<file path="src/rtl/serial_divider_p.sv">
// serial_divider_p: byte-serial signed/unsigned integer divider, one quotient bit per cycle.
// Operands arrive MSB first; remainder then quotient leave LSB first under ready/valid.
`default_nettype none

module serial_divider_p #(
  parameter int WIDTH = 32
) (
  input  logic       clk,
  input  logic       rst,
  input  logic       in_valid,
  input  logic [7:0] in_data,
  input  logic       in_sign,
  output logic       in_ready,
  output logic       out_valid,
  output logic [7:0] out_data,
  input  logic       out_ready,
  output logic       out_last,
  output logic       div_by_zero,
  output logic       overflow,
  output logic       busy
);

  localparam int BYTES = WIDTH / 8;
  localparam int NB    = 2 * BYTES;
  localparam int CW    = $clog2(NB);
  localparam int IW    = $clog2(WIDTH + 1);
  localparam int LW    = $clog2(WIDTH);
  localparam logic [WIDTH-1:0] C_MIN = {1'b1, {(WIDTH-1){1'b0}}};

  typedef enum logic [2:0] {S_IDLE, S_LOAD, S_CALC, S_FIX, S_SEND} state_t;

  state_t               r_state, w_next;
  logic                 r_sign;
  logic [2*WIDTH-1:0]   r_opnd;
  logic [CW-1:0]        r_in_cnt, r_out_cnt;
  logic [IW-1:0]        r_iter;
  logic [WIDTH-1:0]     r_rem, r_quo;
  logic [2*WIDTH-1:0]   r_res;
  logic                 r_dbz, r_ovf;

  logic [WIDTH-1:0] w_dvd, w_dvs, w_a_mag, w_b_mag, w_q_fix, w_r_fix;
  logic [WIDTH:0]   w_shift, w_diff;
  logic [LW-1:0]    w_idx;
  logic             w_ge, w_accept, w_xfer, w_in_last, w_qneg, w_rneg, w_dbz, w_ovf;

  assign in_ready    = (r_state == S_IDLE) || (r_state == S_LOAD);
  assign out_valid   = (r_state == S_SEND);
  assign out_last    = out_valid && (r_out_cnt == CW'(NB - 1));
  assign out_data    = r_res[7:0];
  assign div_by_zero = r_dbz;
  assign overflow    = r_ovf;
  assign busy        = (r_state != S_IDLE);

  assign w_accept  = in_valid & in_ready;
  assign w_xfer    = out_valid & out_ready;
  assign w_in_last = w_accept && (r_in_cnt == CW'(NB - 1));

  // Operands stay in r_opnd untouched through CALC/FIX; magnitudes are derived on the fly.
  assign w_dvd   = r_opnd[2*WIDTH-1:WIDTH];
  assign w_dvs   = r_opnd[WIDTH-1:0];
  assign w_a_mag = (r_sign & w_dvd[WIDTH-1]) ? -w_dvd : w_dvd;
  assign w_b_mag = (r_sign & w_dvs[WIDTH-1]) ? -w_dvs : w_dvs;
  assign w_qneg  = r_sign & (w_dvd[WIDTH-1] ^ w_dvs[WIDTH-1]);
  assign w_rneg  = r_sign & w_dvd[WIDTH-1];

  // Restoring step; the borrow bit of the WIDTH+1-bit difference decides the quotient bit.
  assign w_idx   = LW'(r_iter - IW'(1));
  assign w_shift = {r_rem, w_a_mag[w_idx]};
  assign w_diff  = w_shift - {1'b0, w_b_mag};
  assign w_ge    = ~w_diff[WIDTH];

  always_comb begin
    w_dbz   = (w_dvs == '0);
    w_ovf   = r_sign && (w_dvd == C_MIN) && (w_dvs == '1);
    w_q_fix = w_qneg ? -r_quo : r_quo;
    w_r_fix = w_rneg ? -r_rem : r_rem;
    if (w_dbz) begin
      w_q_fix = '1;
      w_r_fix = w_dvd;
    end else if (w_ovf) begin
      w_q_fix = w_dvd;
      w_r_fix = '0;
    end
  end

  always_comb begin
    w_next = r_state;
    case (r_state)
      S_IDLE:  if (w_accept) w_next = S_LOAD;
      S_LOAD:  if (w_in_last) w_next = S_CALC;
      S_CALC:  if (r_iter == IW'(1)) w_next = S_FIX;
      S_FIX:   w_next = S_SEND;
      S_SEND:  if (w_xfer && out_last) w_next = S_IDLE;
      default: w_next = S_IDLE;
    endcase
  end

  always_ff @(posedge clk or posedge rst) begin
    if (rst) r_state <= S_IDLE;
    else     r_state <= w_next;
  end

  always_ff @(posedge clk or posedge rst) begin
    if (rst) begin
      r_sign    <= 1'b0;
      r_opnd    <= '0;
      r_in_cnt  <= '0;
      r_out_cnt <= '0;
      r_iter    <= '0;
      r_rem     <= '0;
      r_quo     <= '0;
      r_res     <= '0;
      r_dbz     <= 1'b0;
      r_ovf     <= 1'b0;
    end else begin
      if (w_accept) begin
        r_opnd   <= {r_opnd[2*WIDTH-9:0], in_data};
        r_in_cnt <= w_in_last ? '0 : r_in_cnt + CW'(1);
        if (r_state == S_IDLE) r_sign <= in_sign;
      end
      if (w_in_last) begin
        r_iter <= IW'(WIDTH);
        r_rem  <= '0;
        r_quo  <= '0;
      end
      if (r_state == S_CALC) begin
        r_iter <= r_iter - IW'(1);
        r_rem  <= w_ge ? w_diff[WIDTH-1:0] : w_shift[WIDTH-1:0];
        r_quo  <= {r_quo[WIDTH-2:0], w_ge};
      end
      if (r_state == S_FIX) begin
        r_res <= {w_q_fix, w_r_fix};
        r_dbz <= w_dbz;
        r_ovf <= w_ovf;
      end
      if (w_xfer) begin
        r_res <= {8'h00, r_res[2*WIDTH-1:8]};
        if (out_last) begin
          r_out_cnt <= '0;
          r_dbz     <= 1'b0;
          r_ovf     <= 1'b0;
        end else begin
          r_out_cnt <= r_out_cnt + CW'(1);
        end
      end
    end
  end

endmodule

`default_nettype wire

</file>
<file path="config.mk">
export PLATFORM = sky130hd
export DESIGN_NAME = serial_divider_p
export DESIGN_NICKNAME = d
export VERILOG_FILES = /design/src/rtl/serial_divider_p.sv
export SDC_FILE = /design/constraint.sdc
export NUM_CORES = 1
export LEC_CHECK = 0
export BUFFER_PORTS_ARGS = -buffer_cell sky130_fd_sc_hd__buf_2
export CORE_ASPECT_RATIO = 0.9
export CORE_UTILIZATION = 30
export CTS_CLUSTER_DIAMETER = 30
export DETAILED_ROUTE_END_ITERATION = 7
export MAX_ROUTING_LAYER = met4
export PLACE_DENSITY = 0.45
export SKIP_CTS_REPAIR_TIMING = 1
export SYNTH_ARGS = -nofsm -noshare
export SYNTH_HDL_FRONTEND = slang
export SYNTH_SLANG_ARGS = --single-unit
</file>
<file path="constraint.sdc">
create_clock -name clk -period 8.5 [get_ports clk]
set_clock_uncertainty 0.15 [all_clocks]
set_input_delay 0.425 -clock clk [delete_from_list [all_inputs] [get_ports clk]]
set_output_delay 0.425 -clock clk [all_outputs]
set_load 0.03 [all_outputs]
</file>
Word level (Yosys, flattened, before mapping):

Index checks and enable logic that the tools add are counted.

* add/sub/neg operators: 8
* $lt $le $gt $ge: 1
* equality and inequality tests: 13
* muxes and demuxes: 31
* bitwise logic cells: 7
* reductions and logical operators: 13

Operators with widths (count)
* $mux 32: 12
* $mux 64: 2
* $neg 32->32: 4
* $eq 32x32->1 const B: 2
* $sub 33x32->33: 1
* $logic_not 32->1: 1
* $mux 3: 6
* $pmux 3 s5: 1
* $mux 6: 2
* $eq 3x3->1 const B: 3
* $mux 1: 7
* $add 3x1->3 const B: 2
* $eq 3x2->1 const B: 2
* $eq 6x1->1 const B: 1
* $lt 5x6->1 const B: 1
* $ne 2x2->1 const B: 3
* $sub 6x1->6 const B: 1
* $and 1x1->1: 5
* $bmux 1 s5: 1
* $logic_and 1x1->1: 5
* $reduce_and 4->1: 1
* $reduce_bool 2->1: 2
* $eq 3x1->1 const B: 1
* $logic_not 3->1: 1
* other kinds (6): 6

* bits in registers: 210
* output and inout bits: 14
* word-level logic and storage cells: 84

Logic depth before layout (Yosys ltp):

* word-level depth: 7
* depth in mapped cells: 23

Worst setup path after synthesis:

OpenSTA, ideal clock, no wires.

* path type: register to register
* from: register r_opnd[32]
* to: register r_rem[26]
* library setup time: 0.133 ns
* arrival time: 4.676 ns
* path slack: 3.541 ns
* cell stages (with the launch flop): 24
* clock period less this slack: 4.959 ns
* cells stage by stage: dfrtp_1 inv_1 ha_1 nor3b_2 and4b_1 buf_4 nand3_4 mux2_4 a311o_1 a2111oi_2 a41oi_1 nand2_1 ha_1 fa_1 nor2b_1 o31a_1 o31a_1 o21ai_2 a21oi_4 a221o_1 xor2_2 buf_4 mux2i_1 o21ai_0

* longest elaborated chain between the ends: 7

RTL lines
* from (decl): line 34 `logic [2*WIDTH-1:0] r_opnd;`
* from (signal assigned): line 117 `r_opnd <= {r_opnd[2*WIDTH-9:0], in_data};`
* $neg 32->32: line 61 `assign w_a_mag = (r_sign & w_dvd[WIDTH-1]) ? -w_dvd : w_dvd;`
* $mux 32 *: line 61
* $bmux 1 s5 *: line 68 `assign w_shift = {r_rem, w_a_mag[w_idx]};`
* $mux 1 (not written as such) *: line 68
* $sub 33x32->33 *: line 69 `assign w_diff = w_shift - {1'b0, w_b_mag};`
* $mux 32 *: line 128 `r_rem <= w_ge ? w_diff[WIDTH-1:0] : w_shift[WIDTH-1:0];`
* $mux 32 *: line 126 `if (r_state == S_CALC) begin`
* to (signal assigned): line 128
* to (decl): line 37 `logic [WIDTH-1:0] r_rem, r_quo;`

Mark *: on every way between the ends. The rest lies on a longest branch, timed or not. The select of a mux whose other input is x is not followed.
A chain may end at the register's enable or synchronous reset.

Final worst setup path:

* from: register r_iter[0]
* to: register r_rem[14]

* longest elaborated chain between the ends: 6

RTL lines
* from (decl): line 36 `logic [IW-1:0] r_iter;`
* from (signal assigned): line 122 `r_iter <= IW'(WIDTH);`
* from (signal assigned): line 127 `r_iter <= r_iter - IW'(1);`
* $sub 6x1->6
* $bmux 1 s5: line 68
* $mux 1 (not written as such): line 68
* $sub 33x32->33: line 69
* $mux 32: line 128
* $mux 32: line 126

No other way between the ends. The select of a mux whose other input is x is not followed.

==> flow_summary.json <==
{
  "violations": "design-rule violations",
  "remaining_drc_errors": 3,
  "drive_gt1_share_pct": 15.7,
  "postRouteAntennaNets": 0,
  "viasPerCell": 5.46,
  "leakage_nw": 7.06,
  "clk_pin_slew_ns": 0.04,
  "ys_seq_area_share_pct": 36.2,
  "cts_max_level": 2,
  "power.density_nw_per_um2": 489,
  "rsz0062_at_grt": "false",
  "grt_pass1_wl_mm": 72.1,
  "io-pin-count": 27,
  "fin_crit_sh_pct": 78.7,
  "worstPathCellList": "buf_4 > inv_1 > ha_1 > nor2_1 > nand2_1 > mux2_4 > a311o_1 > a2111oi_2 > a41oi_1 > nand2_1 > ha_1 > fa_1 > nor2b_1 > o31a_1 > o31a_1 > o21ai_2 > a21oi_4 > a221o_1 > xor2_4 > buf_4 > mux2i_1 > o21ai_0",
  "routed_wl_mm": 46.3,
  "gp_congestion": 0.867,
  "start_kind": "flip-flop",
  "yosysUniqueCellTypes": 91,
  "vias": 12500,
  "setup_viol_count_final": 0,
  "antenna_cells": 0,
  "report.final.slew_viol_count": 0,
  "place.port_buffers": 26,
  "die_x_um": 234,
  "synthFlopType": "dfrtp_1",
  "gr-total-overflow": 0,
  "antenna_found_initial": 2,
  "hp-class": "primary input to flip-flop",
  "fmax_mhz": 149,
  "synth_fp_nets": 1693,
  "cts_tree": "built",
  "post-route-util_pct": 35.8,
  "outcome": "complete, but fails checks",
  "dieHeight_um": 211,
  "cp_max_fo": 36,
  "stdcell_count": 2295,
  "async_reset_ff_share_pct": 100,
  "tns_ns": 0,
  "cap_violations": 0,
  "critPathSlowestCell": "xor2_4",
  "cts_inserted_buffers": 57,
  "criticalPathCategory": "flip-flop to flip-flop",
  "placed_cells": 2179,
  "cts_root_buffer": "clkbuf_16",
  "area_growth_pct": 17.9,
  "wl_per_cell_um": 20.2,
  "cp-end-kind": "flip-flop",
  "die_area_um2": 49300,
  "hpwlAfterDp_mm": 32.2,
  "initial_core_util_pct": 30.4,
  "track_usage_pct": 19.4,
  "synth_area_um2": 14500,
  "max_stage_delay_ns": 0.70,
  "grt_max_degree": 94,
  "coreArea_um2": 47800,
  "cp.arrival_ns": 6.96,
  "ys_ff_latch": 210,
  "clock_sinks": 210,
  "max-clock-path-buffers": 3,
  "drt_iter0_drc": 911,
  "syn_inst": 1636,
  "finalHoldViolCount": 0,
  "worst_pin_slew_ns": 1.03,
  "place_area_um2": 15000,
  "period_needed_ns": 6.69,
  "syn_area_per_cell_um2": 8.88,
  "fin_area_um2": 17100,
  "insertion_delay_ns": 0.59,
  "final_nets": 1681,
  "first_pass_iters": 8,
  "row_count": 76,
  "synth_edf_count": 0,
  "required_ns": 8.77,
  "relSlewSlack_pct": 30.9,
  "yosysWarnings": 0,
  "ir_drop_mv": 0.179,
  "grt_pass1_vias": 12100
}
==> cells in the mapped netlist, types with 13 or more instances <==
master / n / area (µm²)
and3_1: 16 / 100
nor2_1: 90 / 338
mux2i_1: 34 / 340
xnor2_1: 62 / 543
o31ai_1: 22 / 165
a22o_1: 29 / 254
nand2b_1: 13 / 81.3
o22ai_1: 18 / 113
buf_4: 16 / 120
xor2_1: 64 / 561
a21oi_1: 119 / 596
mux2_2: 62 / 698
a31oi_1: 15 / 93.8
o21ai_1: 42 / 210
a211oi_1: 13 / 97.6
nor3_1: 56 / 280
o211ai_1: 18 / 135
ha_1: 43 / 538
nand4_1: 15 / 93.8
inv_1: 29 / 109
or3_1: 18 / 113
nand3_1: 19 / 95.1
dfrtp_1: 210 / 5260
o21ai_0: 138 / 691
clkbuf_1: 83 / 312
nand2_1: 170 / 638
a21o_1: 17 / 128
buf_2: 14 / 70.1
nor4_1: 20 / 125
==> layout by cell type, fill, tap and decap left out, types with 42 or more instances in the layout <==
master     Yosys  layout
o21ai_1       42      42
nor2_1        90      88
nand2_1      170     170
mux2_2        62      62
o21ai_0      138     138
dfrtp_1      210     210
nor3_1        56      56
xnor2_1       62      62
ha_1          43      43
a21oi_1      119     118
clkbuf_16      0      57
xor2_1        64      64
==> power breakdown <==
group,total [W],switching [W],internal (W)
sequential,0.00209,0.000693,0.00140
combinational,0.00407,0.00236,0.00171
clock,0.00222,0.000649,0.00157
total,0.00838,0.00370,0.00468
==> metrics by stage <==
step	hold slack [ns]	worst slack (ns)	power (W)
CTS	-0.201	1.80	0.00841
global placement	0.305	1.96	0.00611
detailed placement	0.316	1.85	0.00614
global route	0.0374	1.34	0.00900
finish	0.0412	1.81	0.00838
floorplan	0.281	2.19	0.00505
==> layout make-up <==
class                           count  area (µm²)
Multi-Input combinational cell   1270        8580
Clock inverter                     26         373
Sequential cell                   210        5260
Inverter                           29         116
Fill cell                        4911       30700
Clock buffer                       80        1640
Timing Repair Buffer               56         380
Tap cell                          624         781
==> critical path: cells and delay by family (launching register included) <==
family / cells / cell delay, ns
compound gates: 9 / 2.22
fa+ha+maj: 3 / 1.07
buf+inv: 3 / 0.93
xor+xnor: 1 / 0.70
simple gates: 4 / 0.62
mux: 2 / 0.48
flops: 1 / 0.32
==> kinds of logic (layout without fill, tap and decap cells) <==
| group | Yosys count | count (layout) | synth area share, % |
|---|---|---|---|
| AO/OA/AOI/OAI | 503 | 503 | 21.9 |
| XOR/XNOR | 127 | 127 | 7.71 |
| adder cells (fa/ha/maj) | 44 | 44 | 3.84 |
| buffers and inverters | 156 | 191 | 4.99 |
| flip-flops | 210 | 210 | 36.2 |
| multiplexers | 98 | 98 | 7.41 |
| AND/OR/NAND/NOR | 498 | 498 | 18.0 |
==> final timing paths <==
kind	end	cells past startpoint	startpoint	slack, ns
worst max-delay path	r_rem[14]$_DFFE_PP0P_	22	r_iter[0]$_DFFE_PP0P_	1.81
worst min-delay path	r_state[1]$_DFFE_PP0P_	3	in_valid	0.04
worst max register to register	r_rem[14]$_DFFE_PP0P_	22	r_iter[0]$_DFFE_PP0P_	1.81
worst min register to register	r_res[3]$_DFFE_PP0P_	2	r_res[11]$_DFFE_PP0P_	0.30
max in group asynchronous	r_rem[14]$_DFFE_PP0P_	4	rst	6.46
min in group asynchronous	r_quo[21]$_DFFE_PP0P_	3	rst	0.34
==> state kept, by name (all words and copies together) (netlist names) <==
signal	count
r_res	64
r_rem	32
r_quo	32
r_opnd	64
overflow	1
r_iter	6
r_state	3
r_out_cnt	3
r_in_cnt	3
div_by_zero	1
r_sign	1
==> routing by layer <==
| metal | global-route usage (%) | up-vias | wire [µm] |
|---|---|---|---|
| li1 | - | 5990 | - |
| met1 | 28.4 | 6177 | 23500 |
| met2 | 26.8 | 296 | 19200 |
| met3 | 3.17 | 77 | 2270 |
| met4 | 6.45 | 0 | 1210 |
| met5 | - | - | 0 |
(Power assumes the default switching activity.)
